$ cat config.mk
export PLATFORM = sky130hd
export DESIGN_NAME = arbitri_2to1_flat
export DESIGN_NICKNAME = d
export VERILOG_FILES = /design/src/rtl/arbitri_2to1_if.sv /design/src/rtl/arbitri_2to1.sv /design/src/flat_wrapper.sv
export SDC_FILE = /design/constraint.sdc
export NUM_CORES = 1
export LEC_CHECK = 0
export ABC_AREA = 0
export CAP_MARGIN = 0
export CORE_UTILIZATION = 54
export CTS_BUF_LIST = sky130_fd_sc_hd__clkbuf_8
export CTS_CLUSTER_SIZE = 12
export DETAILED_ROUTE_END_ITERATION = 8
export PLACE_DENSITY = 0.85
export SLEW_MARGIN = 20
export SYNTH_ARGS = -nofsm -noshare
export SYNTH_HDL_FRONTEND = slang
export SYNTH_SLANG_ARGS = --single-unit
$ cat constraint.sdc
create_clock -name clk -period 3.5 [get_ports clk]
set_clock_uncertainty 0.15 [all_clocks]
set_input_delay 1.05 -clock clk [delete_from_list [all_inputs] [get_ports clk]]
set_output_delay 1.05 -clock clk [all_outputs]
set_load 0.05 [all_outputs]
$ cat src/rtl/arbitri_2to1_if.sv
// Handshake bundle between two requesters and the 2:1 arbiter.
// The master modport is the requester side and the slave modport is the arbiter side.
interface arbitri_2to1_if #(
  parameter int unsigned W = 3
);
  logic         req0;
  logic [W-1:0] d0;
  logic         req1;
  logic [W-1:0] d1;
  logic         gnt0;
  logic         gnt1;
  logic         s;
  logic [W-1:0] z;
  logic         z_valid;

  modport master (
    output req0, d0, req1, d1,
    input  gnt0, gnt1, s, z, z_valid
  );

  modport slave (
    input  req0, d0, req1, d1,
    output gnt0, gnt1, s, z, z_valid
  );
endinterface

$ cat src/rtl/arbitri_2to1.sv
// Two-requester arbiter with a bounded hold count and a registered output mux.
// Contention is resolved away from the last owner, and ownership can hand over without an idle cycle.
module arbitri_2to1 #(
  parameter int unsigned W        = 3,
  parameter int unsigned HOLD_MAX = 4   // legal range 1..15
) (
  input  logic         clk,
  input  logic         rst_n,
  arbitri_2to1_if.slave bus
);

  localparam int unsigned CW      = 4;
  localparam logic [CW-1:0] CNT_LIM = CW'(HOLD_MAX - 1);

  typedef enum logic [1:0] {
    IDLE = 2'd0,
    OWN0 = 2'd1,
    OWN1 = 2'd2
  } state_t;

  state_t        r_state;
  logic          r_last;
  logic [CW-1:0] r_cnt;
  logic          r_gnt0;
  logic          r_gnt1;
  logic          r_s;
  logic [W-1:0]  r_z;
  logic          r_z_valid;

  state_t        w_nxt;
  logic          w_xfer0;
  logic          w_xfer1;
  logic          w_hold_done;

  // Ownership decision: IDLE favours the side that did not own last; an owner yields on drop or quota.
  function automatic state_t f_next(input state_t st, input logic q0, input logic q1,
                                    input logic last, input logic hold_done);
    f_next = st;
    case (st)
      IDLE: begin
        if (q0 && q1)  f_next = last ? OWN0 : OWN1;
        else if (q0)   f_next = OWN0;
        else if (q1)   f_next = OWN1;
      end
      OWN0: begin
        if (!q0)                   f_next = q1 ? OWN1 : IDLE;
        else if (q1 && hold_done) f_next = OWN1;
      end
      OWN1: begin
        if (!q1)                   f_next = q0 ? OWN0 : IDLE;
        else if (q0 && hold_done) f_next = OWN0;
      end
      default: f_next = IDLE;
    endcase
  endfunction

  assign w_xfer0     = (r_state == OWN0) && bus.req0;
  assign w_xfer1     = (r_state == OWN1) && bus.req1;
  assign w_hold_done = (r_cnt == CNT_LIM);
  assign w_nxt       = f_next(r_state, bus.req0, bus.req1, r_last, w_hold_done);

  always_ff @(posedge clk or negedge rst_n) begin
    if (!rst_n) begin
      r_state   <= IDLE;
      r_gnt0    <= 1'b0;
      r_gnt1    <= 1'b0;
      r_s       <= 1'b0;
      r_z       <= '0;
      r_z_valid <= 1'b0;
      r_cnt     <= '0;
      r_last    <= 1'b1;
    end else begin
      r_state   <= w_nxt;
      r_gnt0    <= (w_nxt == OWN0);
      r_gnt1    <= (w_nxt == OWN1);
      r_z_valid <= w_xfer0 | w_xfer1;
      if (w_xfer0)      r_z <= bus.d0;
      else if (w_xfer1) r_z <= bus.d1;

      // Counter restarts on any handover and saturates while the other side stays quiet.
      if (w_nxt != r_state) begin
        r_cnt <= '0;
        if (w_nxt == OWN0) begin
          r_last <= 1'b0;
          r_s    <= 1'b0;
        end else if (w_nxt == OWN1) begin
          r_last <= 1'b1;
          r_s    <= 1'b1;
        end
      end else if ((w_xfer0 | w_xfer1) && (r_cnt < CNT_LIM)) begin
        r_cnt <= r_cnt + CW'(1);
      end
    end
  end

  assign bus.gnt0    = r_gnt0;
  assign bus.gnt1    = r_gnt1;
  assign bus.s       = r_s;
  assign bus.z       = r_z;
  assign bus.z_valid = r_z_valid;

endmodule

$ cat src/flat_wrapper.sv
// flat-port wrapper written by rule: the top's interface ports become plain ports
module arbitri_2to1_flat 
#(
  parameter int unsigned W        = 3,
  parameter int unsigned HOLD_MAX = 4                       
)
  (clk, rst_n, bus_req0, bus_d0, bus_req1, bus_d1, bus_gnt0, bus_gnt1, bus_s, bus_z, bus_z_valid);
  arbitri_2to1_if #(.W(W)) bus_i ();
  input  logic clk;
  input  logic rst_n;
  input wire logic [$bits(bus_i.req0)-1:0] bus_req0;
  input wire logic [$bits(bus_i.d0)-1:0] bus_d0;
  input wire logic [$bits(bus_i.req1)-1:0] bus_req1;
  input wire logic [$bits(bus_i.d1)-1:0] bus_d1;
  output wire logic [$bits(bus_i.gnt0)-1:0] bus_gnt0;
  output wire logic [$bits(bus_i.gnt1)-1:0] bus_gnt1;
  output wire logic [$bits(bus_i.s)-1:0] bus_s;
  output wire logic [$bits(bus_i.z)-1:0] bus_z;
  output wire logic [$bits(bus_i.z_valid)-1:0] bus_z_valid;
  assign bus_i.req0 = bus_req0;
  assign bus_i.d0 = bus_d0;
  assign bus_i.req1 = bus_req1;
  assign bus_i.d1 = bus_d1;
  assign bus_gnt0 = bus_i.gnt0;
  assign bus_gnt1 = bus_i.gnt1;
  assign bus_s = bus_i.s;
  assign bus_z = bus_i.z;
  assign bus_z_valid = bus_i.z_valid;
  arbitri_2to1 #(.W(W), .HOLD_MAX(HOLD_MAX)) u_core (.clk(clk), .rst_n(rst_n), .bus(bus_i));
endmodule
## Word-level counts from Yosys, hierarchy flattened

Index checks and enable logic that the tools add are counted.

- Add/sub/neg operators: 1
- Magnitude comparators: 1
- Equal/unequal tests: 6
- Mux-type cells: 17
- Bitwise gates (word level): 1
- Reductions and logical operators: 11

Operators by type and width:

| cell | count |
|---|---|
| two-way mux 2 bit | 9 |
| two-way mux 4 bit | 2 |
| logical AND 1 bit | 6 |
| two-way mux 3 bit | 2 |
| case mux 2 bit (3 select lines) | 1 |
| nonzero test 2 bit | 3 |
| adder 4 x 1 -> 4 bit, second input constant | 1 |
| == test 2 x 1 -> 1 bit, second input constant | 2 |
| == test 2 bit, second input constant | 2 |
| == test 4 x 2 -> 1 bit, second input constant | 1 |
| less-than comparator 4 x 2 -> 1 bit, second input constant | 1 |
| two-way mux 1 bit | 3 |
| zero test 2 bit | 1 |
| != test 2 bit | 1 |
| AND reduction 2 bit | 1 |
| OR 1 bit | 1 |

- Flip-flop bits (word level): 14
- Input port bits: 10
- Output and inout bits: 7
- Word-level logic and storage cells: 45

## Logic depth before layout (Yosys ltp)

Gate-level depths: netlist of run 1.

- Word-level depth: 8
- Gate-level depth with buffers: 9
- Mapped depth without buffers: 9

## Worst setup path after synthesis of run 1

OpenSTA, ideal clock, no wires.

- Kind: input port to flip-flop
- Start point: input bus_req0
- End point: register u_core.r_s (netlist: u_core.bus.s)
- Setup time: 0.124 ns
- Data arrival time: 2.214 ns
- Required time: 3.226 ns
- Slack: 1.012 ns
- Stages: 8
- Path buffers: 0
- Cell sequence: nand4bb_1 > nand2b_1 > nand2_1 > and3_1 > ha_1 > a21oi_1 > nand2_1 > mux2i_1

- Word-level cells in the longest chain between the ends: 7
- Elaborated cells between the ends (all ways): 15
- Classes of those cells: eq/ne: 3; mux: 8; reduce/logical: 4

Ends and longest elaborated chain:

| item | line | RTL |
|---|---|---|
| from (decl) | flat_wrapper.sv:11 | `input wire logic [$bits(bus_i.req0)-1:0] bus_req0;` |
| logical AND 1 bit | arbitri_2to1.sv:51 | `else if (q0 && hold_done) f_next = OWN0;` |
| two-way mux 2 bit | arbitri_2to1.sv:51 |  |
| two-way mux 2 bit | arbitri_2to1.sv:50 | `if (!q1) f_next = q0 ? OWN0 : IDLE;` |
| case mux 2 bit (3 select lines) * | arbitri_2to1.sv:39 | `case (st)` |
| named net u_core.w_nxt[1] | arbitri_2to1.sv:30 | `state_t w_nxt;` |
| == test 2 bit or == test 2 x 1 -> 1 bit (tied branches) | arbitri_2to1.sv:86, arbitri_2to1.sv:83 |  |
| nonzero test 2 bit (no line) | -- |  |
| AND reduction 2 bit (no line) | -- |  |
| to (signal assigned) | arbitri_2to1.sv:67 | `r_s <= 1'b0;` |
| to (signal assigned) | arbitri_2to1.sv:85 | `r_s <= 1'b0;` |
| to (signal assigned) | arbitri_2to1.sv:88 | `r_s <= 1'b1;` |
| to (decl) | arbitri_2to1.sv:26 | `logic r_s;` |

Mark *: on every way through the listed nets, which the timed path passes. The rest lies on a longest branch.
A chain may end at the register's enable or synchronous reset.

## Final worst setup path of run 1

Ends and elaborated chain as after synthesis.

==> results_dict.tcl, run 1 <==
set metrics [dict create \
    finalSetupTns_ns 0 \
    ys_types 29 \
    port-buffer-count 16 \
    worstMarginPinSlew_ns 0.6158 \
    cts_buffers 3 \
    power_switching_mw 0.2421 \
    die_h_um 39.29 \
    hold_path_class "register to register" \
    cts_buffer_depth 2 \
    seq_power_share_pct 36.9 \
    fin_util_pct 73.17 \
    rows 13 \
    clock_latency_ns 0.24 \
    instances_no_fill 98 \
    combPwrFrac_pct 41.2 \
    setup_viol 0 \
    wire_per_inst_um 14.20 \
    post_cts_buffers 0 \
    grt_overflow 0 \
    pwr-share-clk_pct 21.9 \
    final_antenna_net_count 0 \
    grt_use_total_pct 21.01 \
    final_common_cell "clkdlybuf4s50_1" \
    core_mm2 0.001301 \
    io_pins 17 \
    leakagePower_nw 0.4126 \
    antenna_found_initial 0 \
    ys_ff_latch 14 \
    dr.pass1.iters 4 \
    power-per-cell-area_mw_per_mm2 647.4 \
    diodes 0 \
    timing.rr.start "u_core.r_cnt[0]" \
    drt_iter0_drc 7 \
    async_reset_ff_share_pct 100.0 \
    reg2reg_to "u_core.bus.s" \
    synth_edf_count 0 \
    peakVddDrop_uv 475.1 \
    cp-end-kind "register" \
    cts_resized 0 \
    grt_pass1_wl_um 2070 \
    reg2reg_slack_ns 0.95 \
    drive_gt1_share_pct 21.69 \
    hpwl_um 1019 \
    grt_max_degree 15 \
    htreeDepth 1 \
    num_vias 555 \
    startpoint "bus_req0" \
    yosysSeqAreaShare_pct 46.83 \
    syn_nets 78 \
    critical_path.endpoint "u_core.bus.s" \
    yosysWarnings 0 \
    rsz0062_at_grt "no" \
    clk_pin_slew_ns 0.06 \
    clock_sinks 14 \
    worstSetupStartpointType "input port" \
    tritoncts "built" \
    path_max_fanout 6 \
    pre_cts_slack_ns 0.2886 \
    start_util_pct 57.69 \
    cp.arrival_ns 2.98 \
    syn_inst 65 \
    post_dp_cell_area_um2 907.1 \
    routabilityCongestion 0.8571 \
    area_delta_synth_final_pct 26.83 \
    hold_viol_final 0 \
    syn_area_per_cell_um2 11.55 \
    final.period_utilization_pct 85.64 \
    mostFrequentLayoutCells "clkdlybuf4s50_1 (16), dfrtp_1 (13), a21oi_2 (5)" \
    final-max-slew-violation-count 0 \
    required_ns 3.48 \
    period_minus_slack_ns 2.997 \
    finalNetCount 97 \
    swShare_pct 39.28 \
    fp.dieW_um 39.29 \
    drc 0 \
    place_inst 94 \
    outcome "completed" \
    yosys_most_used_dff "dfrtp_1" \
    syn-cell-area_um2 750.7 \
    dieArea_mm2 0.001543 \
    hold_buffers 0 \
    cap_violations 0 \
    reg2regPathDepth 9 \
    p_int_mw 0.3743 \
    relSlewSlack_pct 58.82 \
    setup.worst_path.class "input port to register" \
    routed_via_density 5.663 \
    hold_slack_ns 0.3803 \
    finalWorstSetupSlack_ns 0.5027 \
    max_freq_mhz 333.6 \
    cts_root_buffer "clkbuf_8" \
    grt_pass1_vias 471 \
    drt-total-wl_um 1392 \
    design_power_total_mw 0.6164 \
    final_cell_area_um2 952.2 \
]
==> critical path, stage by stage <==
cell             delay [ns]
clkdlybuf4s50_1        0.56
nand4bb_1              0.25
nand2b_1               0.15
nand2_1                0.07
and3_1                 0.19
ha_1                   0.27
a21oi_1                0.21
nand2_1                0.10
mux2i_1                0.12
==> sequential cells by signal, indices dropped and copies added, names as in the netlist <==
register,flops
u_core.bus.gnt1,1
u_core.bus.s,1
u_core.bus.gnt0,1
u_core.bus.z_valid,1
u_core.bus.z,3
u_core.r_state,2
u_core.r_cnt,4
u_core.r_last,1
==> metal layers <==
| metal | global-route usage (%) | vias up | wire (um) |
|---|---|---|---|
| li1 | - | 267 | - |
| met1 | 26.09 | 276 | 629 |
| met2 | 33.75 | 10 | 694 |
| met3 | 5.114 | 2 | 56 |
| met4 | 10.34 | 0 | 12 |
| met5 | 0 | - | 0 |
==> how the worst min path moves through the flow <==
stage	from	to	slack, ns	cells past startpoint
CTS	u_core.r_last	u_core.r_last	0.38	2
floorplan	u_core.r_last	u_core.r_last	0.35	2
global placement	u_core.bus.z[2]	u_core.bus.z[2]	0.36	2
global route	u_core.bus.s	u_core.bus.s	0.40	2
finish	u_core.r_last	u_core.r_last	0.38	2
detailed placement	u_core.r_last	u_core.r_last	0.37	2
==> synthesized netlist by cell type, drive strengths merged (2+ instances only) <==
cell / count / share of area (%)
nand4bb: 2 / 3.0
and3b: 2 / 2.5
a21oi: 7 / 7.2
nor2b: 3 / 3.2
nand2: 4 / 2.0
nand3: 3 / 2.7
nor3b: 2 / 2.0
nor3: 2 / 1.3
o21ai: 3 / 2.0
and3: 2 / 1.7
buf: 2 / 3.0
ha: 3 / 5.0
dfrtp: 13 / 43
nor2: 4 / 3.3
mux2i: 4 / 5.3
==> logic make-up after synthesis <==
family | share of synthesized area [%]
adders and majority gates | 5.001
xor gates and xnor gates | 1.167
buffers and inverters | 3.499
DFF | 46.83
AOI/OAI and AO/OA | 12.50
muxes | 6.833
and+or+nand+nor | 24.17
==> power groups by stage <==
stage	sequential, mW	combinational, mW	clock [mW]
6_report	0.227	0.254	0.135
5_1_grt	0.233	0.271	0.143
4_1_cts	0.228	0.256	0.138
3_5_place_dp	0.230	0.254	0
3_3_place_gp	0.227	0.251	0
2_1_floorplan	0.313	0.0926	0
==> area by class of cell <==
cell class | instances | area (um^2)
clock inverters | 1 | 3.754
inverters | 1 | 3.754
flip-flops and latches | 14 | 351.6
well taps | 15 | 18.77
repair buffers | 16 | 160.2
fillers | 95 | 349.1
clock buffers | 3 | 41.29
multi-input cells | 48 | 372.9
(Power assumes the default switching activity.)
==> inputs of run 2 (changes only) <==
--- a/config.mk
+++ b/config.mk
@@ -7,11 +7,11 @@
 export LEC_CHECK = 0
 export ABC_AREA = 0
 export CAP_MARGIN = 0
-export CORE_UTILIZATION = 54
+export CORE_UTILIZATION = 45
 export CTS_BUF_LIST = sky130_fd_sc_hd__clkbuf_8
 export CTS_CLUSTER_SIZE = 12
 export DETAILED_ROUTE_END_ITERATION = 8
-export PLACE_DENSITY = 0.85
+export PLACE_DENSITY = 0.73
 export SLEW_MARGIN = 20
 export SYNTH_ARGS = -nofsm -noshare
 export SYNTH_HDL_FRONTEND = slang
==> run 2 against run 1 <==
Largest power group unchanged. Non-clock buffer count up 1. Wire length down 4.8%. Core utilization down 9.5 points.
==> results_dict.tcl, run 2 (synthesis gave the netlist of run 1 again) <==
set metrics [dict create \
    grt_max_degree 15 \
    gr-usage-met1_pct 24.10 \
    port-buffer-count 16 \
    tritoncts "built" \
    io_pins 17 \
    antenna_found_initial 0 \
    final_common_cell "clkdlybuf4s50_1" \
    regArea_um2 351.6 \
    cap_violations 0 \
    drt-total-wl_um 1325 \
    multi_input_area_um2 372.9 \
    hold_buffers 0 \
    grt.busiest_layer "met2" \
    fp.dieW_um 42.85 \
    final_antenna_net_count 0 \
    period_minus_slack_ns 2.881 \
    clock_sinks 14 \
    grt_pass1_vias 551 \
    post_cts_buffers 0 \
    hold_end "u_core.bus.s" \
    setup.worst_path.class "input port to register" \
    core_mm2 0.001524 \
    peakVddDrop_uv 317.1 \
    start_util_pct 49.26 \
    drt_iter0_drc 6 \
    area_delta_synth_final_pct 29.33 \
    finalNetCount 98 \
    hold_path_class "register to register" \
    grt_pass1_wl_um 2359 \
    instances_no_fill 100 \
    rsz0062_at_grt "no" \
    cts_buffers 3 \
    hold-path-cell-count 2 \
    dr.pass1.iters 3 \
    setup_viol 0 \
    htreeDepth 1 \
    largest_reg_flops 4 \
    reg2reg_slack_ns 0.97 \
    finalSetupTns_ns 0 \
    largest-register "u_core.r_cnt" \
    rows 14 \
    leakagePower_nw 0.4186 \
    cts_resized 0 \
    reg2reg_to "u_core.bus.s" \
    grtUsageMet3_pct 3.830 \
    required_ns 3.47 \
    use_met2_pct 25.76 \
    worstMarginPinSlew_ns 0.6079 \
    clk_pin_slew_ns 0.06 \
    routabilityCongestion 0.7679 \
    grt_use_total_pct 17.03 \
    outcome "completed" \
    path_max_fanout 6 \
    hpwl_um 993.3 \
    dieArea_mm2 0.001836 \
    routed_via_density 5.450 \
    reg2regPathDepth 9 \
    cts_buffer_depth 2 \
    num_vias 545 \
    relSlewSlack_pct 59.34 \
    die_h_um 42.85 \
    cts_root_buffer "clkbuf_8" \
    diodes 0 \
    max_freq_mhz 347.1 \
    final-max-slew-violation-count 0 \
    cp-end-kind "register" \
    hold_viol_final 0 \
    clock_latency_ns 0.24 \
    wire_per_inst_um 13.25 \
    grt_overflow 0 \
    timing.rr.start "u_core.r_cnt[0]" \
    place_inst 96 \
    worstSetupStartpointType "input port" \
    power-per-cell-area_mw_per_mm2 649.0 \
    drive_gt1_share_pct 23.81 \
    drc 0 \
    hold_start "u_core.bus.s" \
    final.period_utilization_pct 82.32 \
    mostFrequentLayoutCells "clkdlybuf4s50_1 (16), dfrtp_1 (13), a21oi_2 (5)" \
    nFillCells 138 \
    cp.arrival_ns 2.85 \
]
-- run 2: worst max-delay path, stage by stage --
cell and delay, ns:
clkdlybuf4s50_1 0.55, nand4bb_1 0.15, nand2b_1 0.09, nand2_1 0.07, and3_1 0.21, ha_1 0.27, a21oi_1 0.22, nand2_1 0.11
mux2i_1 0.13
-- run 2: area by class of cell --
class / count / share of cell area [%]
multi-input combinational: 48 / 38.40
sequential: 14 / 36.21
timing repair buffer: 17 / 17.27
clock buffer: 4 / 5.670
tap: 16 / 2.062
inverter: 1 / 0.3866
-- run 2: how the worst max path moves through the flow --
stage / startpoint / end / slack (ns) / cells past startpoint
2_1_floorplan: bus_req0 / u_core.bus.s / 1.01 / 8
6_report: bus_req0 / u_core.bus.s / 0.62 / 9
3_5_place_dp: bus_req0 / u_core.bus.s / 0.42 / 9
5_1_grt: bus_req0 / u_core.r_last / 0.47 / 9
4_1_cts: bus_req0 / u_core.bus.s / 0.62 / 9
3_3_place_gp: bus_req0 / u_core.r_last / 0.46 / 9
-- run 2: through the flow --
stage	power (mW)	cell area (um^2)	util [%]	hold slack (ns)	setup slack [ns]
6_report	0.6301	970.9	63.71	0.3751	0.6188
3_3_place_gp	0.4773	915.9	60.10	0.3591	0.4551
2_1_floorplan	0.4061	750.7	-	0.3514	1.012
5_1_grt	0.6681	970.9	63.71	0.4040	0.4656
3_5_place_dp	0.4828	915.9	60.10	0.3708	0.4214
4_1_cts	0.6377	970.9	63.71	0.3799	0.6152
-- run 2: per-layer routing --
metal	wire length (um)	part of all wire, %	vias up
met1	610	46	258
li1	-	-	271
met3	75	5.7	2
met5	0	0	-
met2	631	48	14
met4	8	0.60	0
-- run 2: report_power, final --
part	switching [mW]	leakage [nW]	total, mW	internal, mW
logic	0.157	0.217	0.253	0.0960
clock network	0.0518	0.0288	0.151	0.0993
registers	0.0251	0.173	0.226	0.201
==> inputs of run 3 (changes only) <==
==> constraint.sdc (replaced) <==
create_clock -name clk -period 2.9 [get_ports clk]
set_clock_uncertainty 0.15 [all_clocks]
set_input_delay 0.87 -clock clk [delete_from_list [all_inputs] [get_ports clk]]
set_output_delay 0.87 -clock clk [all_outputs]
set_load 0.05 [all_outputs]
==> run 3 against run 2 <==
Sequential share of layout area is 0.82 points lower. Global-route usage is 1.4 points higher. Hold slack worse by 0.0084 ns. First-iteration DRC count is 17% lower. Sequential power is 20% higher. Critical endpoint is now u_core.r_last. Largest cell class unchanged. Highest routed layer unchanged.
==> results_dict.tcl, run 3 (synthesis gave the netlist of run 1 again) <==
set metrics [dict create \
    fp.dieW_um 42.85 \
    die_h_um 42.85 \
    path_cells "clkdlybuf4s50_1, nand4bb_1, nand2b_1, nand2_1, and3_1, ha_1, a21oi_1, a21oi_1, a31oi_1" \
    peakVddDrop_uv 388.5 \
    clock_latency_ns 0.25 \
    leakagePower_nw 0.4339 \
    start_util_pct 49.26 \
    setup_viol 0 \
    power_switching_mw 0.2899 \
    io_pins 17 \
    swShare_pct 37.48 \
    fin_util_pct 65.19 \
    final_antenna_net_count 0 \
    met3WireLength_um 94 \
    cap_violations 0 \
    period_minus_slack_ns 2.595 \
    path_max_fanout 3 \
    clock_sinks 14 \
    dieArea_mm2 0.001836 \
    hpwl_um 1028 \
    worstSetupStartpointType "input port" \
    seq_power_share_pct 35.1 \
    final_common_cell "clkdlybuf4s50_1" \
    cts_buffers 3 \
    p_int_mw 0.4836 \
    wl_met2_um 625 \
    cp-end-kind "register" \
    rows 14 \
    routabilityCongestion 0.8051 \
    critPathBufInv 1 \
    final-max-slew-violation-count 0 \
    finalNetCount 101 \
    largest_reg_flops 4 \
    htreeDepth 1 \
    drt-total-wl_um 1366 \
    startpoint "bus_req0" \
    max_freq_mhz 385.4 \
    hold_end "u_core.bus.s" \
    cp.arrival_ns 2.61 \
    drc 0 \
    cts_root_buffer "clkbuf_8" \
    grt_max_degree 15 \
    routedLengthMet1_um 616 \
    grt_pass1_wl_um 2408 \
    hold_path_class "register to register" \
    cpMostUsedCell "a21oi_1" \
    clk_pin_slew_ns 0.06 \
    hold-path-cell-count 2 \
    core_mm2 0.001524 \
    reg2regPathDepth 9 \
    final.period_utilization_pct 89.48 \
    mostFrequentLayoutCells "clkdlybuf4s50_1 (16), dfrtp_1 (13), a21oi_2 (5)" \
    post_cts_buffers 0 \
    dr.pass1.iters 4 \
    area_delta_synth_final_pct 32.33 \
    antenna_found_initial 0 \
    rsz0062_at_grt "no" \
    hold_start "u_core.bus.s" \
    drt_iter0_drc 5 \
    finalSetupTns_ns 0 \
    hold_buffers 0 \
    outcome "completed" \
    worstMarginPinSlew_ns 0.6472 \
    reg2reg_slack_ns 0.36 \
    port-buffer-count 16 \
    cts_buffer_depth 2 \
    grt_use_total_pct 18.43 \
    combPwrFrac_pct 40.1 \
    largest-register "u_core.r_cnt" \
    setup.worst_path.class "input port to register" \
    relSlewSlack_pct 56.72 \
    num_vias 562 \
    routed_via_density 5.456 \
    cp_slowest_cell "clkdlybuf4s50_1" \
    required_ns 2.92 \
    pwr-share-clk_pct 24.8 \
    max_stage_delay_ns 0.48 \
    diodes 0 \
    crit_family "simple AND/OR/NAND/NOR gates" \
    timing.rr.start "u_core.r_cnt[0]" \
    wire_per_inst_um 13.26 \
    tritoncts "built" \
    grt_overflow 0 \
    reg2reg_to "u_core.r_last" \
    hold_viol_final 0 \
    power-per-cell-area_mw_per_mm2 778.6 \
    grt_pass1_vias 563 \
    cts_resized 0 \
    drive_gt1_share_pct 26.44 \
    top_layer "met4" \
]
## run 3: cell type report
class | instances | area [um^2]
Clock buffer | 4 | 55.05
Sequential cell | 14 | 351.6
Multi-Input combinational cell | 48 | 372.9
Tap cell | 16 | 20.02
Fill cell | 129 | 530.5
Inverter | 1 | 3.754
Timing Repair Buffer | 20 | 190.2
## run 3: routing by layer
layer | vias up | global-route usage (%)
li1 | 275 | -
met1 | 265 | 23.10
met2 | 18 | 27.88
met3 | 4 | 5.106
met4 | 0 | 11.25
met5 | - | 0
## run 3: stage by stage
step / cells / power, mW / setup WS (ns) / area, um^2 / hold slack (ns)
after floorplan: 65 / 0.4901 / 0.5924 / 750.7 / 0.3514
after global placement: 99 / 0.5820 / 0.1395 / 938.4 / 0.3584
after detailed placement: 99 / 0.5871 / 0.05317 / 938.4 / 0.3622
after CTS: 103 / 0.7794 / 0.3090 / 993.5 / 0.3712
after global routing: 103 / 0.8159 / 0.1755 / 993.5 / 0.3977
final: 103 / 0.7735 / 0.3051 / 993.5 / 0.3667
## run 3: power groups by stage
stage               clock network (mW)  logic, mW  registers [mW]
floorplan                            0      0.112           0.378
global placement                     0      0.308           0.274
detailed placement                   0      0.312           0.275
CTS                              0.195      0.313           0.272
global route                     0.208      0.331           0.277
finish                           0.192      0.310           0.272
## run 3: worst max path at each step
| stage | end | slack, ns | cells after the start |
|---|---|---|---|
| floorplan | u_core.bus.s | 0.59 | 8 |
| global placement | u_core.bus.s | 0.14 | 9 |
| detailed placement | u_core.r_last | 0.05 | 9 |
| CTS | u_core.r_last | 0.31 | 9 |
| global route | u_core.r_last | 0.18 | 9 |
| finish | u_core.r_last | 0.31 | 9 |
## run 3: tightest hold or removal path, cell delays in order (launching register included)
cell	delay, ns
dfrtp_1	0.37
inv_1	0.05
mux2i_1	0.05
